`src/rtl/pll_hdmi_seq.sv`:
```
// HDMI PLL power-up and recovery sequencer. Runs on the free-running reference
// clock so it keeps sequencing while the PLL outputs are absent or unstable.
module pll_hdmi_seq #(
  parameter int RESET_CYCLES  = 16,
  parameter int LOCK_TIMEOUT  = 65536,
  parameter int STABLE_CYCLES = 1024,
  parameter int MAX_RETRY     = 3
) (
  input  logic       i_clk,
  input  logic       i_resetn,
  input  logic       i_pll_lock,
  input  logic       i_restart,
  output logic       o_pll_reset,
  output logic       o_video_rstn,
  output logic       o_pll_ready,
  output logic       o_pll_fail,
  output logic [3:0] o_retry_cnt,
  output logic [7:0] o_lock_loss_cnt
);

  localparam int MAX_RS   = (RESET_CYCLES > STABLE_CYCLES) ? RESET_CYCLES : STABLE_CYCLES;
  localparam int MAX_LOAD = (LOCK_TIMEOUT > MAX_RS) ? LOCK_TIMEOUT : MAX_RS;
  localparam int CNT_W    = (MAX_LOAD > 1) ? $clog2(MAX_LOAD) : 1;

  localparam logic [CNT_W-1:0] CNT_ZERO  = CNT_W'(0);
  localparam logic [CNT_W-1:0] CNT_ONE   = CNT_W'(1);
  localparam logic [CNT_W-1:0] RST_LOAD  = CNT_W'(RESET_CYCLES - 1);
  localparam logic [CNT_W-1:0] WAIT_LOAD = CNT_W'(LOCK_TIMEOUT - 1);
  localparam logic [CNT_W-1:0] STAB_LOAD = CNT_W'(STABLE_CYCLES - 1);
  localparam logic [3:0]       RETRY_LIM = 4'(MAX_RETRY);

  typedef enum logic [2:0] {
    ST_RST  = 3'd0,
    ST_WAIT = 3'd1,
    ST_STAB = 3'd2,
    ST_RUN  = 3'd3,
    ST_FAIL = 3'd4
  } state_t;

  logic             r_lock_meta;
  logic             r_lock_s;
  state_t           r_state;
  logic [CNT_W-1:0] r_cnt;
  logic [3:0]       r_retry;
  logic [7:0]       r_loss;
  logic             r_pll_reset;
  logic             r_video_rstn;
  logic             r_pll_ready;
  logic             r_pll_fail;

  state_t           w_state_nxt;
  logic [CNT_W-1:0] w_cnt_nxt;
  logic [3:0]       w_retry_nxt;
  logic [7:0]       w_loss_nxt;
  logic [3:0]       w_retry_inc;
  logic             w_retry_exhaust;
  logic             w_cnt_zero;

  // Two-flop synchronizer for the asynchronous PLL lock indication
  always_ff @(posedge i_clk or negedge i_resetn) begin
    if (!i_resetn) begin
      r_lock_meta <= 1'b0;
      r_lock_s    <= 1'b0;
    end else begin
      r_lock_meta <= i_pll_lock;
      r_lock_s    <= r_lock_meta;
    end
  end

  assign w_retry_inc     = r_retry + 4'd1;
  assign w_retry_exhaust = (w_retry_inc == RETRY_LIM);
  assign w_cnt_zero      = (r_cnt == CNT_ZERO);

  // Next-state decode; restart overrides every other transition
  always_comb begin
    w_state_nxt = r_state;
    w_cnt_nxt   = r_cnt;
    w_retry_nxt = r_retry;
    w_loss_nxt  = r_loss;
    if (i_restart) begin
      w_state_nxt = ST_RST;
      w_cnt_nxt   = RST_LOAD;
      w_retry_nxt = 4'd0;
    end else begin
      case (r_state)
        ST_RST: begin
          if (w_cnt_zero) begin
            w_state_nxt = ST_WAIT;
            w_cnt_nxt   = WAIT_LOAD;
          end else begin
            w_cnt_nxt = r_cnt - CNT_ONE;
          end
        end
        ST_WAIT: begin
          if (r_lock_s) begin
            w_state_nxt = ST_STAB;
            w_cnt_nxt   = STAB_LOAD;
          end else if (w_cnt_zero) begin
            w_retry_nxt = w_retry_inc;
            w_state_nxt = w_retry_exhaust ? ST_FAIL : ST_RST;
            w_cnt_nxt   = w_retry_exhaust ? CNT_ZERO : RST_LOAD;
          end else begin
            w_cnt_nxt = r_cnt - CNT_ONE;
          end
        end
        ST_STAB: begin
          if (!r_lock_s) begin
            w_retry_nxt = w_retry_inc;
            w_state_nxt = w_retry_exhaust ? ST_FAIL : ST_RST;
            w_cnt_nxt   = w_retry_exhaust ? CNT_ZERO : RST_LOAD;
          end else if (w_cnt_zero) begin
            w_state_nxt = ST_RUN;
            w_cnt_nxt   = CNT_ZERO;
            w_retry_nxt = 4'd0;
          end else begin
            w_cnt_nxt = r_cnt - CNT_ONE;
          end
        end
        ST_RUN: begin
          if (!r_lock_s) begin
            w_state_nxt = ST_RST;
            w_cnt_nxt   = RST_LOAD;
            w_loss_nxt  = (r_loss == 8'hFF) ? 8'hFF : (r_loss + 8'd1);
          end else begin
            w_state_nxt = ST_RUN;
          end
        end
        ST_FAIL: begin
          w_state_nxt = ST_FAIL;
        end
        default: begin
          w_state_nxt = ST_RST;
          w_cnt_nxt   = RST_LOAD;
        end
      endcase
    end
  end

  // State register; outputs are decoded from the next state so they change on the same edge
  always_ff @(posedge i_clk or negedge i_resetn) begin
    if (!i_resetn) begin
      r_state      <= ST_RST;
      r_cnt        <= RST_LOAD;
      r_retry      <= 4'd0;
      r_loss       <= 8'd0;
      r_pll_reset  <= 1'b1;
      r_video_rstn <= 1'b0;
      r_pll_ready  <= 1'b0;
      r_pll_fail   <= 1'b0;
    end else begin
      r_state      <= w_state_nxt;
      r_cnt        <= w_cnt_nxt;
      r_retry      <= w_retry_nxt;
      r_loss       <= w_loss_nxt;
      r_pll_reset  <= (w_state_nxt == ST_RST) || (w_state_nxt == ST_FAIL);
      r_video_rstn <= (w_state_nxt == ST_RUN);
      r_pll_ready  <= (w_state_nxt == ST_RUN);
      r_pll_fail   <= (w_state_nxt == ST_FAIL);
    end
  end

  assign o_pll_reset     = r_pll_reset;
  assign o_video_rstn    = r_video_rstn;
  assign o_pll_ready     = r_pll_ready;
  assign o_pll_fail      = r_pll_fail;
  assign o_retry_cnt     = r_retry;
  assign o_lock_loss_cnt = r_loss;

endmodule

```
`config.mk`:
```
export PLATFORM = sky130hd
export DESIGN_NAME = pll_hdmi_seq
export DESIGN_NICKNAME = d
export VERILOG_FILES = /design/src/rtl/pll_hdmi_seq.sv
export SDC_FILE = /design/constraint.sdc
export NUM_CORES = 1
export LEC_CHECK = 0
export CAP_MARGIN = 30
export CORE_ASPECT_RATIO = 1.25
export CORE_MARGIN = 2
export CORE_UTILIZATION = 23
export CTS_CLUSTER_SIZE = 10
export DETAILED_ROUTE_END_ITERATION = 10
export PLACE_DENSITY = 0.41
export SLEW_MARGIN = 15
export SYNTH_ARGS = -nofsm -noshare
export SYNTH_HDL_FRONTEND = slang
export SYNTH_SLANG_ARGS = --single-unit
```
`constraint.sdc`:
```
create_clock -name i_clk -period 2.3 [get_ports i_clk]
set_clock_uncertainty 0.1 [all_clocks]
set_input_delay 0.46 -clock i_clk [delete_from_list [all_inputs] [get_ports i_clk]]
set_output_delay 0.46 -clock i_clk [all_outputs]
set_load 0.01 [all_outputs]
```
After elaboration in Yosys (flattened, before gate mapping) --
Index checks and enable logic that the tools add are counted.
Operators by class: bitwise operators 2, reductions and logical operators 8, eq/ne operators 13, $add $sub $neg 3, multiplexer cells 25
Operators by type and width (number):
- $mux 16 | 7
- $pmux 16 s5 | 1
- $mux 4 | 6
- $mux 3 | 7
- $logic_not 16->1 | 1
- $sub 16x1->16 const B | 1
- $pmux 3 s5 | 1
- $eq 3x2->1 const B | 3
- $ne 3x3->1 const B | 3
- $add 8x1->8 const B | 1
- $eq 8x8->1 const B | 1
- $mux 8 | 1
- $pmux 4 s2 | 1
- $eq 3x3->1 const B | 2
- $logic_not 3->1 | 2
- $add 4x1->4 const B | 1
- $eq 4x2->1 const B | 1
- $ne 4x4->1 const B | 1
- $reduce_and 4->1 | 1
- $eq 3x1->1 const B | 1
- $reduce_and 3->1 | 1
- $reduce_bool 3->1 | 1
- $mux 2 | 1
- $ne 2x2->1 const B | 1
- other kinds (3) | 4
Storage, ports and cells: register bits 36, output and inout bits 16, input bits 4, word-level logic and storage cells 60

Depth between registers and ports, before layout --
depth in word-level cells 9, gate-level depth with buffers 8

Least setup slack after synthesis --
No wires, ideal clock.
kind register to register, from register r_cnt[0], to register r_cnt[4], arrival time 1826 ps, required time 2076 ps, cell stages (with the launch flop) 9, path slack 250 ps, library setup time 124 ps, buffers on the path 1, cells stage by stage dfstp_2 -> inv_1 -> ha_1 -> nor3b_1 -> nand4_1 -> buf_4 -> o21bai_4 -> o21ai_0 -> a211o_1
Between the ends: word-level cells in the longest chain between the ends 5
Ends and longest elaborated chain:
- from (decl) | line 43 | logic [CNT_W-1:0] r_cnt;
- from (signal assigned) | line 152 | r_cnt <= w_cnt_nxt;
- $sub 16x1->16 / $logic_not 16->1 (equally long branches)
- $mux 16 (on tied branches) | line 111, 98
- $mux 16 (on tied branches) | line 107, 95
- $pmux 16 s5 (*) | line 85 | case (r_state)
- $mux 16 (*) | line 80 | if (i_restart) begin
Every way passes the cells marked *; elsewhere a longest branch is shown, timed or not. A chain may end at the register's enable or synchronous reset.

Worst setup path in the final report --
from register r_cnt[1], to register r_cnt[13]
Same word-level chain as after synthesis.

==> impl_metrics.env <==
export IMPL_status="finished, final reports clean"
export IMPL_synth_cell_area_um2=2233
export IMPL_synth_top_cells_by_count="dfrtp_1 (31), nor2_1 (21), nand2_1 (17)"
export IMPL_drtAntennaViolNets=0
export IMPL_start_kind="flop"
export IMPL_synthesis_nets=252
export IMPL_post_drt_wl_per_cell_um=14.59
export IMPL_area_growth_pct=31.15
export IMPL_initial_core_util_pct=23.49
export IMPL_slew_viol_final=0
export IMPL_tritoncts="yes"
export IMPL_synth_top_family_by_area="simple AND/OR/NAND/NOR gates"
export IMPL_setup_slack_ns=0.1637
export IMPL_yosys_top_cells_area="dfrtp_1 (35%), dfstp_2 (5.9%), nor2_1 (3.5%)"
export IMPL_max_freq_ghz=0.4681
export IMPL_cts_root_buf="clkbuf_16"
export IMPL_yosysTopAreaCell="dfrtp_1"
export IMPL_drt_initial_drc_count=106
export IMPL_synth_distinct_cells=67
export IMPL_vias=2010
export IMPL_setup_viol=0
export IMPL_postLayoutCoreUtil_pct=30.80
export IMPL_synth_compound_area_share_pct=24.65
export IMPL_synth_fa_ha_area_share_pct=2.241
export IMPL_grt_pass1_vias=1996
export IMPL_min_period_ns=2.136
export IMPL_relSlewSlack_pct=68.32
export IMPL_worst_r2r_startpoint="r_cnt[1]$_DFFE_PN1P_"
export IMPL_ys_seq_area_share_pct=40.62
export IMPL_fin_crit_sh_pct=92.88
export IMPL_path_max_fanout=4
export IMPL_max_cap_viol_count=0
export IMPL_hold_class="input port to async pin"
export IMPL_stdcell_count=415
export IMPL_gp_congestion=0.8227
export IMPL_syn_mean_instance_area_um2=9.153
export IMPL_dieArea_um2=10520
export IMPL_cts_max_level=2
export IMPL_arrival_ns=2.20
export IMPL_dr_pass1_iters=4
export IMPL_ys_flop_type="dfrtp_1"
export IMPL_synth_cells=244
export IMPL_antenna_found_initial=0
export IMPL_yosysWarnings=0
export IMPL_worst_slew_pin_slew_ns=0.4753
export IMPL_hold_viol_final=0
export IMPL_leakagePower_nw=1.213
export IMPL_power_density_nw_per_um2=514.2
export IMPL_numCtsBuffers=5
export IMPL_synth_simple_gate_area_share_pct=26.61
export IMPL_gr_total_overflow=0
export IMPL_synth_seq_cells=36
export IMPL_place_ws_ns=0.05141
export IMPL_critical_path_class="flop to flop"
export IMPL_setup_worst_path_end_class="flop"
export IMPL_diodes=0
export IMPL_drc=0
export IMPL_clk_path_buf_depth=2
export IMPL_grt_pass1_wl_um=10130
export IMPL_fin_nets=296
export IMPL_path_clk_slew_ns=0.06
export IMPL_io_pins=20
export IMPL_setup_tns_ns=0
export IMPL_yosysMostFrequentCell="dfrtp_1"
export IMPL_worstSkewPairLatency_ns=0.28
export IMPL_grt_max_degree=37
export IMPL_drive_above_1_share_pct=22.15
export IMPL_ir_worst_vdd_uv=225.0
export IMPL_clkSinkCount=36
export IMPL_synth_xor_area_share_pct=1.176
export IMPL_die_x_um=92.14
export IMPL_coreArea_um2=9509
export IMPL_cp_required_ns=2.37
export IMPL_synth_edf_count=0
export IMPL_place_inst=406
export IMPL_grt_setup_unrepaired="no"
export IMPL_synth_mux_area_share_pct=0.9524
export IMPL_placement_io_buffers=19
export IMPL_synth_async_sr_flop_share_pct=100.0
export IMPL_grtUsageTotal_pct=12.26
export IMPL_whs_ns=0.1194
export IMPL_viasPerCell=4.843
export IMPL_dp_hpwl_um=4508
export IMPL_row_count=40
export IMPL_critPathLaunch="r_cnt[1]$_DFFE_PN1P_"
export IMPL_drt_total_wl_um=6053
export IMPL_synth_top_area_share_pct=34.73
export IMPL_die_h_um=114.2
## worst max-delay path: stages (launching register included)
cell and delay, ns:
dfstp_2 0.37, buf_4 0.13, or4_4 0.52, or3_4 0.38, nor4b_2 0.25, o21ai_1 0.09
a22o_1 0.18
## sequential cells by signal, indices dropped and copies added (netlist names)
register / cells
o_pll_ready: 1
o_lock_loss_cnt: 8
r_lock_meta: 1
o_pll_reset: 1
r_lock_s: 1
o_pll_fail: 1
r_state: 3
r_cnt: 16
o_retry_cnt: 4
## power by group
| part | total [mW] | switching (mW) | leakage (nW) | internal, mW |
|---|---|---|---|---|
| Combinational | 0.0763 | 0.0432 | 0.651 | 0.0331 |
| Sequential | 0.649 | 0.00688 | 0.481 | 0.642 |
| Clock | 0.781 | 0.271 | 0.0808 | 0.510 |
| Total | 1.51 | 0.321 | 1.21 | 1.19 |
## cells in the final DEF (no fill, tap or decap), drive strengths merged, types with 3 or more instances in the layout
master / synthesis / routed
buf: 3 / 27
inv: 11 / 11
a211o: 3 / 3
a31oi: 8 / 8
and2: 4 / 4
o31ai: 4 / 4
a221o: 3 / 3
and3: 4 / 4
nor3: 12 / 12
o21ai: 18 / 18
nand3: 8 / 8
o211ai: 3 / 3
clkdlybuf4s50: 0 / 18
nor2: 22 / 22
nand4: 4 / 4
nand3b: 3 / 3
ha: 4 / 4
a21oi: 14 / 14
o221ai: 3 / 3
dfrtp: 31 / 31
nand2b: 5 / 5
nand2: 18 / 18
clkbuf: 5 / 6
dfstp: 5 / 5
nor2b: 5 / 5
## what timing repair did
item,in CTS,in global routing
gates resized for setup,0,7
hold buffers,0,0
setup buffers,0,1
setup endpoints to repair,0,20
## cell families (layout without fill, tap and decap cells)
group / Yosys count / count (layout)
and+or+nand+nor: 103 / 103
muxes: 2 / 2
adders and majority gates: 4 / 4
xor gates and xnor gates: 3 / 3
AOI/OAI and AO/OA: 77 / 77
DFF: 36 / 36
buffers and inverters: 19 / 64
## routing by layer
layer | share of wire (%) | GRT usage, %
met4 | 2.0 | 5.075
met2 | 48 | 20.25
met1 | 47 | 15.73
met3 | 2.3 | 2.370
met5 | 0 | 0
## final cells by class
class | count | area, um^2
flip-flops and latches | 36 | 907.1
fillers | 1016 | 6580
clock inverters | 2 | 35.03
inverters | 11 | 41.29
multi-input cells | 189 | 1279
well taps | 126 | 157.7
repair buffers | 45 | 380.4
clock buffers | 6 | 128.9
## worst paths after layout
path,cells past startpoint,slack (ns),end
max,6,0.16,r_cnt[13]$_DFFE_PN0P_
min,2,0.12,o_lock_loss_cnt[7]$_DFFE_PN0P_
max reg2reg,6,0.16,r_cnt[13]$_DFFE_PN0P_
min reg2reg,0,0.25,r_lock_s$_DFF_PN0_
max in group asynchronous,2,1.63,r_cnt[2]$_DFFE_PN1P_
min in group i_clk,0,0.25,r_lock_s$_DFF_PN0_
## through the flow
stage	power [mW]	cell area, um^2
5_1_grt	1.574	2929
3_5_place_dp	0.7377	2721
4_1_cts	1.540	2885
3_3_place_gp	0.7384	2721
6_report	1.506	2929
2_1_floorplan	0.6969	2233
Power figures use the tool's default switching activity.
